[src/rtl/room_draw_scheduler.sv]
// room_draw_scheduler: shares the VGA plot path between five room tiles
// and a full-screen clear; round-robin room grants, sticky requests.
//
// Ports:
//   clock       system clock
//   reset       asynchronous active-low reset
//   room_req    per-room one-cycle update pulse (bit i = room i)
//   room_state  per-room ON(1)/OFF(0) level, sampled when a room is granted
//   funct       1 = LIGHT colour map, 0 = DOOR colour map
//   clear_req   clear-screen pulse
//   x, y        pixel coordinate (held when plot=0)
//   colour      pixel colour (held when plot=0)
//   plot        pixel write strobe
//   busy        high whenever the scheduler is not idle
//   grant       one-hot room being drawn, 0 outside a tile
//   frame_done  one-cycle pulse after the last pixel of a tile or clear
//
// Build option: define ROOM_FRAME_EN for 6x6 tiles with a white border
// around the 4x4 state-coloured centre.

module room_draw_scheduler #(
   parameter int MAX_X_PIXELS = 160,
   parameter int MAX_Y_PIXELS = 120,
   parameter int ROOM_Y       = 56,
   parameter int ROOM_X0      = 8,
   parameter int ROOM_PITCH   = 32
) (
   input  logic       clock,
   input  logic       reset,
   input  logic [4:0] room_req,
   input  logic [4:0] room_state,
   input  logic       funct,
   input  logic       clear_req,
   output logic [7:0] x,
   output logic [6:0] y,
   output logic [2:0] colour,
   output logic       plot,
   output logic       busy,
   output logic [4:0] grant,
   output logic       frame_done
);

`ifdef ROOM_FRAME_EN
   localparam int TILE = 6;
`else
   localparam int TILE = 4;
`endif

   localparam logic [2:0] OFS_LAST = 3'(TILE - 1);
   localparam logic [7:0] X_LAST   = 8'(MAX_X_PIXELS - 1);
   localparam logic [6:0] Y_LAST   = 7'(MAX_Y_PIXELS - 1);
   localparam logic [6:0] Y_BASE   = 7'(ROOM_Y);

   typedef enum logic [1:0] {
      IDLE,
      PICK,
      DRAW,
      CLEAR
   } state_t;

   state_t     state;
   state_t     state_nxt;

   logic [4:0] pending;
   logic [4:0] pending_nxt;
   logic       clear_pending;
   logic       clear_pending_nxt;
   logic [2:0] rr;
   logic [2:0] ox;
   logic [2:0] oy;
   logic [2:0] ox_nxt;
   logic [2:0] oy_nxt;
   logic [2:0] snap;
   logic [7:0] base_x;
   logic [2:0] pick_idx;
   logic       pick_found;
   logic [2:0] pick_colour;
   logic [2:0] first_colour;
   logic [2:0] pix_colour;
   logic       tile_last;
   logic       clear_last;
   logic       enter_clear;
   int         pick_j;

   function automatic logic [2:0] state_colour(
      input logic on,
      input logic light
   );
      logic [2:0] c;
      unique case ({light, on})
         2'b11:   c = 3'b110;
         2'b10:   c = 3'b001;
         2'b01:   c = 3'b010;
         default: c = 3'b100;
      endcase
      return c;
   endfunction

   function automatic logic [7:0] room_x(input logic [2:0] idx);
      return 8'(ROOM_X0 + int'(idx) * ROOM_PITCH);
   endfunction

   // First pending room at or after the round-robin pointer, wrapping 4->0.
   always_comb begin
      pick_found = 1'b0;
      pick_idx   = '0;
      pick_j     = 0;
      for (int k = 0; k < 5; k++) begin
         pick_j = int'(rr) + k;
         if (pick_j >= 5) pick_j = pick_j - 5;
         if (!pick_found && pending[3'(pick_j)]) begin
            pick_found = 1'b1;
            pick_idx   = 3'(pick_j);
         end
      end
   end

   assign pick_colour = state_colour(room_state[pick_idx], funct);

`ifdef ROOM_FRAME_EN
   assign first_colour = 3'b111;
`else
   assign first_colour = pick_colour;
`endif

   always_comb begin
      ox_nxt = ox + 3'd1;
      oy_nxt = oy;
      if (ox == OFS_LAST) begin
         ox_nxt = '0;
         oy_nxt = oy + 3'd1;
      end
   end

   always_comb begin
      pix_colour = snap;
`ifdef ROOM_FRAME_EN
      if (ox_nxt == '0 || ox_nxt == OFS_LAST ||
          oy_nxt == '0 || oy_nxt == OFS_LAST)
         pix_colour = 3'b111;
`endif
   end

   assign tile_last  = (state == DRAW) &&
                       (ox == OFS_LAST) && (oy == OFS_LAST);
   assign clear_last = (state == CLEAR) &&
                       (x == X_LAST) && (y == Y_LAST);

   // A request arriving on the final tile cycle keeps its bit set.
   always_comb begin
      pending_nxt = pending | room_req;
      if (tile_last) pending_nxt = (pending & ~grant) | room_req;
      if (clear_last) pending_nxt = 5'h1f;
   end

   assign enter_clear = (state_nxt == CLEAR) && (state != CLEAR);
   assign clear_pending_nxt = (clear_pending & ~enter_clear) | clear_req;

   always_comb begin
      state_nxt = state;
      unique case (state)
         IDLE: begin
            if (clear_pending)  state_nxt = CLEAR;
            else if (|pending)  state_nxt = PICK;
         end
         PICK: begin
            if (clear_pending)   state_nxt = CLEAR;
            else if (pick_found) state_nxt = DRAW;
            else                 state_nxt = IDLE;
         end
         DRAW: begin
            if (tile_last) begin
               if (clear_pending)     state_nxt = CLEAR;
               else if (|pending_nxt) state_nxt = PICK;
               else                   state_nxt = IDLE;
            end
         end
         CLEAR: begin
            if (clear_last) state_nxt = PICK;
         end
         default: state_nxt = IDLE;
      endcase
   end

   always_ff @(posedge clock or negedge reset) begin
      if (!reset) state <= IDLE;
      else        state <= state_nxt;
   end

   assign busy = (state != IDLE);

   // Output registers carry the pixel being plotted; during CLEAR the
   // x/y registers double as the raster counters.
   always_ff @(posedge clock or negedge reset) begin
      if (!reset) begin
         pending       <= '0;
         clear_pending <= 1'b0;
         rr            <= '0;
         ox            <= '0;
         oy            <= '0;
         snap          <= '0;
         base_x        <= '0;
         x             <= '0;
         y             <= '0;
         colour        <= '0;
         plot          <= 1'b0;
         grant         <= '0;
         frame_done    <= 1'b0;
      end else begin
         pending       <= pending_nxt;
         clear_pending <= clear_pending_nxt;
         frame_done    <= tile_last | clear_last;
         unique case (state)
            PICK: begin
               if (state_nxt == DRAW) begin
                  grant  <= 5'b00001 << pick_idx;
                  rr     <= (pick_idx == 3'd4) ? 3'd0 : pick_idx + 3'd1;
                  snap   <= pick_colour;
                  base_x <= room_x(pick_idx);
                  ox     <= '0;
                  oy     <= '0;
                  x      <= room_x(pick_idx);
                  y      <= Y_BASE;
                  colour <= first_colour;
                  plot   <= 1'b1;
               end
            end
            DRAW: begin
               if (tile_last) begin
                  grant <= '0;
                  plot  <= 1'b0;
               end else begin
                  ox     <= ox_nxt;
                  oy     <= oy_nxt;
                  x      <= base_x + 8'(ox_nxt);
                  y      <= Y_BASE + 7'(oy_nxt);
                  colour <= pix_colour;
               end
            end
            CLEAR: begin
               if (clear_last) begin
                  plot <= 1'b0;
                  rr   <= '0;
               end else if (x == X_LAST) begin
                  x <= '0;
                  y <= y + 7'd1;
               end else begin
                  x <= x + 8'd1;
               end
            end
            default: ;
         endcase
         if (enter_clear) begin
            x      <= '0;
            y      <= '0;
            colour <= '0;
            plot   <= 1'b1;
         end
      end
   end

endmodule
[config.mk]
export PLATFORM = sky130hd
export DESIGN_NAME = room_draw_scheduler
export DESIGN_NICKNAME = d
export VERILOG_FILES = /design/src/rtl/room_draw_scheduler.sv
export SDC_FILE = /design/constraint.sdc
export NUM_CORES = 1
export LEC_CHECK = 0
export ABC_AREA = 1
export BUFFER_PORTS_ARGS = -buffer_cell sky130_fd_sc_hd__buf_2
export CAP_MARGIN = 30
export CORE_MARGIN = 4
export CORE_UTILIZATION = 40
export CTS_BUF_LIST = sky130_fd_sc_hd__clkbuf_4 sky130_fd_sc_hd__clkbuf_8
export CTS_CLUSTER_DIAMETER = 40
export DETAILED_ROUTE_END_ITERATION = 12
export SYNTH_ARGS = -nofsm -noshare
export SYNTH_HDL_FRONTEND = slang
export SYNTH_SLANG_ARGS = --single-unit
[constraint.sdc]
create_clock -name clock -period 3.41 [get_ports clock]
set_input_delay 0.682 -clock clock [delete_from_list [all_inputs] [get_ports clock]]
set_output_delay 0.682 -clock clock [all_outputs]
set_load 0.01 [all_outputs]
==> impl_table.tex, run 1 <==
\begin{tabular}{lr}
\hline
Metric & Value \\
\hline
\multicolumn{2}{l}{\textbf{Floorplan}} \\
Initial Utilization & between 40\% and 50\% \\
Floorplan die area & roughly 0.012 sq mm \\
Std-Cell Core Area & between 0.009 and 0.01 sq mm \\
Number of rows created at floorplan & 36 \\
Die boundary width & between 100 and 150 microns \\
Die height & $\sim$110 microns \\
Count of pins on the block boundary & 40 \\
\multicolumn{2}{l}{\textbf{Place}} \\
Detail Placement HPWL & about 8500 microns \\
Count of input and output buffers & 39 \\
Worst setup timing slack at the placement stage & -48.1 ps \\
Placed Instance Area & 0.00470 sq mm \\
Routability-driven placement congestion ratio & $\sim$0.87 \\
Placed cell count & roughly 760 \\
\multicolumn{2}{l}{\textbf{STA}} \\
Final-report max-slew violation count & 0 \\
Final count of hold timing violations & 0 \\
Slew @ Worst Pin & 704 ps \\
Setup repair after global routing missed its margin & true \\
Setup slack after layout & -28.7 ps \\
Peak clock frequency supported by timing & 291 MHz \\
Post-layout min period & approximately 3400 ps \\
Final number of setup-violating endpoints & 1 \\
Final cycle utilization of the critical path & 101\% \\
Worst-case clock skew & approximately 15 ps \\
Worst rel slew slack & between 50\% and 60\% \\
\multicolumn{2}{l}{\textbf{Synth}} \\
Library cells used by synthesis & 45 \\
Post-synthesis async set-or-reset flop share & 100\% \\
List of most frequent post-synthesis cells & sky130\_fd\_sc\_hd\_\_nand2\_1 (159), sky130\_fd\_sc\_hd\_\_inv\_1 (67), sky130\_fd\_sc\_hd\_\_nand3\_1 (51) \\
Cell area after synthesis & about 0.0041 sq mm \\
Synthesized instance count & 558 \\
Area share of the largest cell type after synthesis & a little under a third \\
Cell type contributing the most total cell area after synthesis & sky130\_fd\_sc\_hd\_\_dfrtp\_1 \\
Net count after synthesis & about 600 \\
\#FFs+latches synth & between 40 and 50 \\
Count of flip-flops with a built-in enable after synthesis & 0 \\
Top FF cell, synth & sky130\_fd\_sc\_hd\_\_dfrtp\_1 \\
Mean instance size in the synthesized netlist & between 7 and 8 sq um \\
Portion of the post-synthesis area used by sequential elements & a little under a third \\
Biggest area contributors in the synthesized netlist & sky130\_fd\_sc\_hd\_\_dfrtp\_1 (30\%), sky130\_fd\_sc\_hd\_\_nand2\_1 (15\%), sky130\_fd\_sc\_hd\_\_ha\_1 (8.0\%) \\
Most frequent cell after synthesis & sky130\_fd\_sc\_hd\_\_nand2\_1 \\
Synth Warn \# & 0 \\
\multicolumn{2}{l}{\textbf{Flow run}} \\
Count of maximum capacitance violations & 0 \\
\multicolumn{2}{l}{\textbf{Worst setup path}} \\
Slowest stage delay, CP & $\sim$430 ps \\
Slowest cell on the critical path & sky130\_fd\_sc\_hd\_\_fa\_2 \\
Crit path cell chain & inv\_4 > ha\_4 > inv\_2 > fa\_2 > o21ai\_2 > nand3\_1 > nand3\_2 > nand2\_1 > nand2\_1 > nand2\_2 > nor2\_4 > inv\_2 > nor2\_2 > nand2\_2 > o21ai\_4 > inv\_2 > nand2\_1 > nand3\_1 > nand3\_1 > nand2\_2 > ha\_2 > or2\_4 > o211ai\_1 > o21ai\_1 \\
Worst setup EP type & register \\
WP data arrival & 3630 ps \\
CP Data Required Time & 3600 ps \\
Kind of launch point of the worst setup path & register \\
Worst setup path class & register to register \\
CP max FO & 5 \\
\multicolumn{2}{l}{\textbf{Detailed routing}} \\
DR iter-0 viols & between 100 and 150 \\
Via total after detailed routing & 3943 \\
Routed Antenna Nets & 0 \\
\# DRC & 0 \\
Final Routed Wirelength & roughly 11000 microns \\
First drt pass iteration count & 5 \\
Routed len/inst & between 10 and 15 microns \\
Post-detailed-route via-to-cell ratio & 5.07 \\
\multicolumn{2}{l}{\textbf{Clock network}} \\
Number of buffers created by CTS & 5 \\
Sinks on the clock net & 49 \\
CTS tree & built \\
Bufs on Longest Clock Path & 2 \\
Root buffer cell & sky130\_fd\_sc\_hd\_\_clkbuf\_8 \\
Clock latency on the worst-skew pair & between 300 and 400 ps \\
Hold-fix buffers at CTS & 0 \\
Number of H-tree levels & 2 \\
Clk pin slew, worst setup/hold paths & roughly 90 ps \\
\multicolumn{2}{l}{\textbf{Layout}} \\
Design Area, Final & slightly below 0.005 sq mm \\
Area taken by flip-flops and latches & between 0.001 and 0.0015 sq mm \\
Multi-input gate area & about 0.0026 sq mm \\
Layout fillers & approximately 1000 \\
Net count reported at finish & between 600 and 700 \\
Ant diodes & 0 \\
Layout cell share with drive strength beyond 1 & about 31\% \\
Count of placed standard cells in the final layout, fillers left out & a little under 800 \\
Synth-to-layout area growth & 21.9\% \\
\multicolumn{2}{l}{\textbf{Global routing}} \\
Global-route wire length before repair & about 18000 microns \\
Total global routing overflow & 0 \\
Total Routing Usage GR & 19.3\% \\
Number of antenna violations at the first check in global routing & 0 \\
Vias in the first global route & between 3000 and 4000 \\
Maximum number of pins on one net before global-route repair & 32 \\
\multicolumn{2}{l}{\textbf{Power}} \\
Part of the total power dissipated in combinational logic & around 3.5\% \\
Register share of total power & between 50\% and 60\% \\
Cell internal power dissipation & 755 uW \\
Power per standard cell area & between 150 and 200 mW/mm\^{}2 \\
Switching share of power & about 22\% \\
Clock Power Share & between 30\% and 40\% \\
Net Sw Power & $\sim$220 uW \\
Leakage & 2.57 nW \\
Worst voltage drop across the vdd grid & 0.000118 V \\
\multicolumn{2}{l}{\textbf{Outcome}} \\
Outcome & finished with violations \\
Failing checks & setup timing \\
\multicolumn{2}{l}{\textbf{Hold path}} \\
Hold Crit Class & input pin to async pin \\
\hline
\end{tabular}
through the flow:
step | total power, mW | utilization (%) | setup TNS [ps] | hold slack [ps]
after detailed placement | 0.626 | 47.8 | -87.1 | 464
after global placement | 0.625 | 47.8 | 0 | 453
after floorplan | 0.601 | - | -16.4 | 386
after global routing | 1.02 | 50.4 | -1370 | 462
final | 0.974 | 50.4 | -28.7 | 413
after CTS | 0.991 | 49.1 | -4.17 | 432
worst max-delay path: cells and delay by family (launching register included):
family,cells,cell delay (ps)
flops,1,420
buf+inv,4,240
simple gates,13,1270
compound gates,4,680
fa+ha+maj,3,720
power by group through the flow:
stage	registers, mW	clock network [mW]	logic, mW
2_1_floorplan	0.592	0	0.00866
3_3_place_gp	0.592	0	0.0330
3_5_place_dp	0.592	0	0.0336
4_1_cts	0.581	0.377	0.0339
5_1_grt	0.581	0.398	0.0394
6_report	0.580	0.360	0.0337
placed cells by master (no fill, tap or decap), types with 6 or more instances in the layout:
cell type,instances
sky130_fd_sc_hd__nand2_1,151
sky130_fd_sc_hd__inv_1,62
sky130_fd_sc_hd__nand3_1,49
sky130_fd_sc_hd__buf_4,49
sky130_fd_sc_hd__dfrtp_1,47
sky130_fd_sc_hd__buf_2,39
sky130_fd_sc_hd__o21ai_0,29
sky130_fd_sc_hd__nor2_1,26
sky130_fd_sc_hd__nand2_2,22
sky130_fd_sc_hd__ha_1,20
sky130_fd_sc_hd__nand3_2,14
sky130_fd_sc_hd__inv_2,11
sky130_fd_sc_hd__o21ai_1,11
sky130_fd_sc_hd__o21ai_2,11
sky130_fd_sc_hd__nand4_1,9
sky130_fd_sc_hd__a21oi_1,8
sky130_fd_sc_hd__nand2_4,7
sky130_fd_sc_hd__nor3_1,7
sky130_fd_sc_hd__nor2_2,6
layout make-up:
| class | instances | area share, % |
|---|---|---|
| Inverter | 74 | 5.66 |
| Multi-Input combinational cell | 426 | 52.9 |
| Timing Repair Buffer | 88 | 11.4 |
| Tap cell | 133 | 3.36 |
| Clock buffer | 7 | 1.69 |
| Clock inverter | 1 | 0.152 |
| Sequential cell | 49 | 24.8 |
timing repair:
action                                  in CTS  in global routing
endpoints found under the hold margin        0                  0
resized for setup                            5                 24
buffers inserted                             1                  8
pin swaps                                    6                 24
endpoints found under the setup margin       3                 18
worst paths after layout:
kind	from	endpoint	slack (ps)	depth (start not counted)
worst max-delay path	rr[0]	colour[1]	-30	24
worst max register to register	rr[0]	colour[1]	-30	24
worst min-delay path	reset	y[1]	410	1
min in group clock	plot	plot	480	2
worst min register to register	plot	plot	480	2
max in group asynchronous	reset	rr[1]	2240	2
state kept, by name (all words and copies together), names as in the netlist, 2 cells and up:
register,flops
base_x,4
oy,3
grant,5
ox,3
colour,3
pix_colour,3
state,2
rr,3
pending,5
x,8
y,7
metal layers:
layer  up-vias  GRT usage, %  routed length, microns
li1       1996             -                       -
met1      1824          26.3                    5100
met2       101          31.9                    5030
met3        22          2.78                     525
met4         0          5.95                     263
met5         -             0                       0
logic make-up after synthesis:
kind of cell,Yosys count,share of synthesized area [%]
simple gates,307,38.0
flops,49,30.2
fa+ha+maj,27,8.51
buf+inv,83,8.54
compound gates,84,12.9
xor+xnor,8,1.91
Power figures use the tool's default switching activity.
==> inputs of run 2 (changes only) <==
Settings changed: PLACE_DENSITY from default to 0.71.
==> impl_table.tex, run 2 (synthesized netlist as in run 1, its figures left out) <==
\begin{tabular}{lr}
\hline
Metric & Value \\
\hline
\multicolumn{2}{l}{\textbf{Worst setup path}} \\
Worst setup path class & register to register \\
CP Data Required Time & around 3600 ps \\
Slack of the worst reg-to-reg path & -40 ps \\
Worst setup EP type & register \\
Kind of launch point of the worst setup path & register \\
CP max FO & 5 \\
WP data arrival & approximately 3700 ps \\
\multicolumn{2}{l}{\textbf{Detailed routing}} \\
Routed len/inst & 14.3 microns \\
Post-detailed-route via-to-cell ratio & between 5 and 6 \\
First drt pass iteration count & 5 \\
Final Routed Wirelength & 11100 microns \\
\# DRC & 0 \\
Via total after detailed routing & a little under 4000 \\
Routed Antenna Nets & 0 \\
DR iter-0 viols & 185 \\
\multicolumn{2}{l}{\textbf{Global routing}} \\
Total Routing Usage GR & 19.2\% \\
Total global routing overflow & 0 \\
Global-route wire length before repair & 18300 microns \\
Vias in the first global route & roughly 3900 \\
Maximum number of pins on one net before global-route repair & 33 \\
Number of antenna violations at the first check in global routing & 0 \\
\multicolumn{2}{l}{\textbf{Layout}} \\
Top Registers & x x8, y x7 \\
Most frequent cells in the layout & sky130\_fd\_sc\_hd\_\_nand2\_1 (146), sky130\_fd\_sc\_hd\_\_inv\_1 (61), sky130\_fd\_sc\_hd\_\_dfrtp\_1 (46) \\
Flip-flop count of the largest register after layout & 8 \\
Register ranked first by flip-flop count & x \\
Layout fillers & slightly above 1000 \\
Most frequent standard cell in the layout excluding fill and tap cells & sky130\_fd\_sc\_hd\_\_nand2\_1 \\
Synth-to-layout area growth & 23.8\% \\
Count of placed standard cells in the final layout, fillers left out & 776 \\
Design Area, Final & around 0.0050 sq mm \\
Ant diodes & 0 \\
Layout cell share with drive strength beyond 1 & 31.3\% \\
Net count reported at finish & slightly below 700 \\
\multicolumn{2}{l}{\textbf{Place}} \\
Detail Placement HPWL & approximately 8400 microns \\
Worst setup timing slack at the placement stage & -89.4 ps \\
Routability-driven placement congestion ratio & $\sim$0.93 \\
Count of input and output buffers & 39 \\
Placed Instance Area & 0.00463 sq mm \\
Placed cell count & 752 \\
\multicolumn{2}{l}{\textbf{Power}} \\
Switching share of power & 21.9\% \\
Clock Power Share & between 40 and 50\% \\
Total design power & 1.07 mW \\
Cell internal power dissipation & about 840 uW \\
Net Sw Power & between 200 and 250 uW \\
Worst voltage drop across the vdd grid & around 0.00025 V \\
Leakage & roughly 2.6 nW \\
Part of the total power dissipated in combinational logic & $\sim$3.0\% \\
Register share of total power & 54.1\% \\
Power per standard cell area & 213 mW/mm\^{}2 \\
\multicolumn{2}{l}{\textbf{STA}} \\
Setup slack after layout & -44.1 ps \\
Post-layout min period & between 3000 and 4000 ps \\
Peak clock frequency supported by timing & $\sim$290 MHz \\
Slew @ Worst Pin & between 700 and 800 ps \\
Final number of setup-violating endpoints & 2 \\
Setup repair after global routing missed its margin & true \\
Final cycle utilization of the critical path & 101\% \\
Setup\_tns & -55.6 ps \\
Final-report max-slew violation count & 0 \\
Worst rel slew slack & about half \\
Worst-case clock skew & 14.5 ps \\
Final count of hold timing violations & 0 \\
\multicolumn{2}{l}{\textbf{Floorplan}} \\
Count of pins on the block boundary & 40 \\
Number of rows created at floorplan & 36 \\
Die height & 109 microns \\
Die boundary width & $\sim$110 microns \\
Std-Cell Core Area & roughly 0.0098 sq mm \\
Floorplan die area & around 0.012 sq mm \\
Initial Utilization & roughly two fifths \\
\multicolumn{2}{l}{\textbf{Flow run}} \\
Count of maximum capacitance violations & 0 \\
\multicolumn{2}{l}{\textbf{Clock network}} \\
Hold-fix buffers at CTS & 0 \\
Bufs on Longest Clock Path & 2 \\
Sinks on the clock net & 49 \\
CTS tree & built \\
Root buffer cell & sky130\_fd\_sc\_hd\_\_clkbuf\_8 \\
Number of H-tree levels & 2 \\
Clk pin slew, worst setup/hold paths & $\sim$110 ps \\
Number of buffers created by CTS & 5 \\
Clock latency on the worst-skew pair & a little over 300 ps \\
\multicolumn{2}{l}{\textbf{Outcome}} \\
Outcome & finished with violations \\
Failing checks & setup timing \\
\multicolumn{2}{l}{\textbf{Hold path}} \\
Hold Crit Class & input pin to async pin \\
\hline
\end{tabular}
==> run 2: what timing repair did <==
item,in CTS,in global routing
cloned,0,1
setup buffers,7,8
gates resized for setup,8,37
pin swaps,9,24
setup endpoints to repair,4,14
hold endpoints to repair,0,0
==> run 2: path summary, 6_finish.rpt <==
check,start,cells past startpoint,to
worst max register to register,rr[0],25,colour[1]
worst min-delay path,reset,1,y[0]
min in group clock,base_x[3],1,base_x[3]
max in group asynchronous,reset,2,x[6]
worst max-delay path,rr[0],25,colour[1]
worst min register to register,base_x[3],1,base_x[3]
==> run 2: layout make-up <==
class	count	area (sq um)	area share [%]
repair buffers	85	563	11.2
well taps	133	166	3.31
flip-flops and latches	49	1230	24.5
clock buffers	6	82.6	1.64
inverters	74	280	5.58
multi-input cells	427	2660	53.0
clock inverters	2	41.3	0.822
==> run 2: per-layer routing <==
layer	global-route usage (%)	wire length, microns	vias to the layer above
met5	0	0	-
li1	-	-	1994
met3	2.78	555	18
met4	6.04	168	0
met2	32.7	5440	102
met1	25.2	4930	1831
==> run 2: critical path, stage by stage, from the launching register on <==
cell and delay, ps:
sky130_fd_sc_hd__dfrtp_2 430, sky130_fd_sc_hd__inv_4 80, sky130_fd_sc_hd__ha_4 130, sky130_fd_sc_hd__inv_2 40, sky130_fd_sc_hd__fa_2 440, sky130_fd_sc_hd__nor2_4 140
sky130_fd_sc_hd__nand2_2 90, sky130_fd_sc_hd__nand2_4 80, sky130_fd_sc_hd__nand2_1 60, sky130_fd_sc_hd__nand3_1 60, sky130_fd_sc_hd__nand2_1 50, sky130_fd_sc_hd__nand2_1 70
sky130_fd_sc_hd__nand2_2 90, sky130_fd_sc_hd__nor2_4 120, sky130_fd_sc_hd__inv_2 60, sky130_fd_sc_hd__nor2_4 110, sky130_fd_sc_hd__nand2_4 70, sky130_fd_sc_hd__o21ai_4 180
sky130_fd_sc_hd__inv_2 90, sky130_fd_sc_hd__buf_4 130, sky130_fd_sc_hd__nand4_1 80, sky130_fd_sc_hd__nand2_2 80, sky130_fd_sc_hd__ha_2 160, sky130_fd_sc_hd__or2_4 240
sky130_fd_sc_hd__o211ai_1 150, sky130_fd_sc_hd__o21ai_1 90
==> run 2: power groups by stage <==
stage          combinational, mW  clock (mW)  sequential [mW]
2_1_floorplan            0.00866           0            0.592
3_3_place_gp              0.0322           0            0.592
3_5_place_dp              0.0326           0            0.592
4_1_cts                   0.0330       0.473            0.581
5_1_grt                   0.0376       0.501            0.581
6_report                  0.0326       0.459            0.581
==> run 2: stage by stage <==
step	util, %	hold WS (ps)
after floorplan	-	386
after global routing	51.2	459
after detailed placement	47.1	454
final	51.2	410
after global placement	47.1	455
after CTS	49.1	430
==> inputs of run 3 (changes only) <==
Settings changed: CORE_ASPECT_RATIO from default to 0.9, TNS_END_PERCENT from default to 1.
==> impl_table.tex, run 3 (synthesized netlist as in run 1, its figures left out) <==
\begin{tabular}{lr}
\hline
Metric & Value \\
\hline
\multicolumn{2}{l}{\textbf{Outcome}} \\
Outcome & finished with violations \\
Failing checks & setup timing \\
\multicolumn{2}{l}{\textbf{STA}} \\
Final cycle utilization of the critical path & 104\% \\
Slew @ Worst Pin & 632 ps \\
Worst-case clock skew & a little over 8 ps \\
Final number of setup-violating endpoints & 11 \\
Setup slack after layout & -149 ps \\
Setup repair after global routing missed its margin & true \\
Peak clock frequency supported by timing & 281 MHz \\
Final-report max-slew violation count & 0 \\
Post-layout min period & 3560 ps \\
Hold slack & a little under 400 ps \\
Final count of hold timing violations & 0 \\
Worst rel slew slack & between 50\% and 60\% \\
\multicolumn{2}{l}{\textbf{Hold path}} \\
Hold Crit Class & input pin to async pin \\
\multicolumn{2}{l}{\textbf{Power}} \\
Clock Power Share & between 30 and 40\% \\
Part of the total power dissipated in combinational logic & approximately 4.0\% \\
Cell internal power dissipation & between 700 and 800 uW \\
Worst voltage drop across the vdd grid & between 0.00015 and 0.0002 V \\
Switching share of power & a little under a quarter \\
Leakage & 2.58 nW \\
Register share of total power & approximately three fifths \\
Total design power & 965 uW \\
Power per standard cell area & $\sim$190 mW/mm\^{}2 \\
Net Sw Power & $\sim$220 uW \\
\multicolumn{2}{l}{\textbf{Place}} \\
Worst setup timing slack at the placement stage & -84.6 ps \\
Placed cell count & 748 \\
Count of input and output buffers & 39 \\
Detail Placement HPWL & 8460 microns \\
Routability-driven placement congestion ratio & between 0.8 and 0.9 \\
Placed Instance Area & approximately 0.0047 sq mm \\
\multicolumn{2}{l}{\textbf{Clock network}} \\
Bufs on Longest Clock Path & 2 \\
Number of H-tree levels & 2 \\
Number of buffers created by CTS & 5 \\
Clock latency on the worst-skew pair & 310 ps \\
Root buffer cell & sky130\_fd\_sc\_hd\_\_clkbuf\_8 \\
Clk pin slew, worst setup/hold paths & 90 ps \\
Sinks on the clock net & 49 \\
CTS tree & built \\
\multicolumn{2}{l}{\textbf{Floorplan}} \\
Count of pins on the block boundary & 40 \\
Die height & 104 microns \\
Number of rows created at floorplan & 34 \\
Die boundary width & 114 microns \\
Floorplan die area & about 0.012 sq mm \\
Initial Utilization & between 40 and 50\% \\
Std-Cell Core Area & approximately 0.0098 sq mm \\
\multicolumn{2}{l}{\textbf{Global routing}} \\
Global-route wire length before repair & approximately 19000 microns \\
Maximum number of pins on one net before global-route repair & 29 \\
M2 GR Usage & roughly 31\% \\
Total Routing Usage GR & roughly 19\% \\
Busiest metal layer after global routing & met2 \\
Total global routing overflow & 0 \\
Global routing usage on met3 & 2.86\% \\
Met1 Usage GRT & between 20\% and 30\% \\
Vias in the first global route & roughly 4000 \\
Number of antenna violations at the first check in global routing & 0 \\
\multicolumn{2}{l}{\textbf{Layout}} \\
Count of placed standard cells in the final layout, fillers left out & 766 \\
Most frequent cells in the layout & sky130\_fd\_sc\_hd\_\_nand2\_1 (148), sky130\_fd\_sc\_hd\_\_inv\_1 (63), sky130\_fd\_sc\_hd\_\_dfrtp\_1 (47) \\
Register ranked first by flip-flop count & x \\
Design Area, Final & between 0.004 and 0.005 sq mm \\
Flip-flop count of the largest register after layout & 8 \\
Synth-to-layout area growth & 23.1\% \\
Layout cell share with drive strength beyond 1 & between 30 and 40\% \\
Top Registers & x x8, y x7 \\
Most frequent standard cell in the layout excluding fill and tap cells & sky130\_fd\_sc\_hd\_\_nand2\_1 \\
Net count reported at finish & 681 \\
Ant diodes & 0 \\
\multicolumn{2}{l}{\textbf{Worst setup path}} \\
WP data arrival & 3750 ps \\
CP max FO & 5 \\
CP Data Required Time & 3600 ps \\
Critical Path Most Common Cell & sky130\_fd\_sc\_hd\_\_nand2\_1 \\
Slowest cell on the critical path & sky130\_fd\_sc\_hd\_\_dfrtp\_2 \\
Kind of launch point of the worst setup path & register \\
Worst setup path class & register to register \\
Slowest stage delay, CP & roughly 440 ps \\
Worst setup EP type & register \\
\multicolumn{2}{l}{\textbf{Detailed routing}} \\
DR iter-0 viols & 334 \\
First drt pass iteration count & 5 \\
Post-detailed-route via-to-cell ratio & 5.30 \\
\# DRC & 0 \\
Routed Antenna Nets & 0 \\
Final Routed Wirelength & about 11000 microns \\
Via total after detailed routing & 4060 \\
Routed len/inst & roughly 15 microns \\
\multicolumn{2}{l}{\textbf{Flow run}} \\
Count of maximum capacitance violations & 0 \\
\hline
\end{tabular}
[run 3: cell count changes in the layout (fill, tap and decap cells not counted), sizes merged]
cell	delta
buf	-1
bufinv	-1
clkinv	+1
inv	-1
nor2	-1
[run 3: timing repair]
action | CTS | global route
endpoints found under the setup margin | 3 | 23
buffers inserted | 5 | 6
pin swaps | 10 | 23
gates resized for setup | 5 | 42
hold buffers | 0 | 0
[run 3: critical path: cells and delay by family, from the launching register on]
family,cells,cell delay [ps]
AND/OR/NAND/NOR,14,1380
adder cells (fa/ha/maj),3,730
buffers and inverters,5,480
flip-flops,1,440
AO/OA/AOI/OAI,4,420
[run 3: through the flow]
stage	utilization (%)	setup TNS, ps
after global routing	51.1	-5400
after detailed placement	47.6	-126
after global placement	47.6	0
after CTS	49.1	-5.01
after floorplan	-	-16.4
final	51.1	-485
[run 3: layout make-up]
type                       instances  area, sq um
clock buffer                       6         76.3
clock inverter                     1         5.00
fill                             935         4780
inverter                          74          280
multi-input combinational        426         2700
sequential                        49         1230
tap                              126          158
timing repair buffer              84          553
[run 3: final timing paths]
kind,endpoint,startpoint,depth (start not counted),slack (ps)
worst max-delay path,colour[1],rr[0],26,-150
worst min-delay path,y[0],reset,1,390
worst max register to register,colour[1],rr[0],26,-150
worst min register to register,base_x[3],base_x[3],1,480
max in group asynchronous,grant[4],reset,2,2290
min in group clock,base_x[3],base_x[3],1,480
[run 3: power by group through the flow]
stage	Combinational, mW	Clock (mW)	Sequential (mW)
after floorplan	0.00866	0	0.592
after detailed placement	0.0336	0	0.592
after CTS	0.0338	0.356	0.580
after global routing	0.0435	0.380	0.581
final	0.0385	0.346	0.580
after global placement	0.0322	0	0.592
[run 3: per-layer routing]
metal  vias to the layer above  share of wire [%]  routed length (microns)
met1                      1912                 45                     5150
li1                       1986                  -                        -
met2                       132                 47                     5350
met5                         -                  0                        0
met3                        30                5.1                      583
met4                         0                2.2                      245
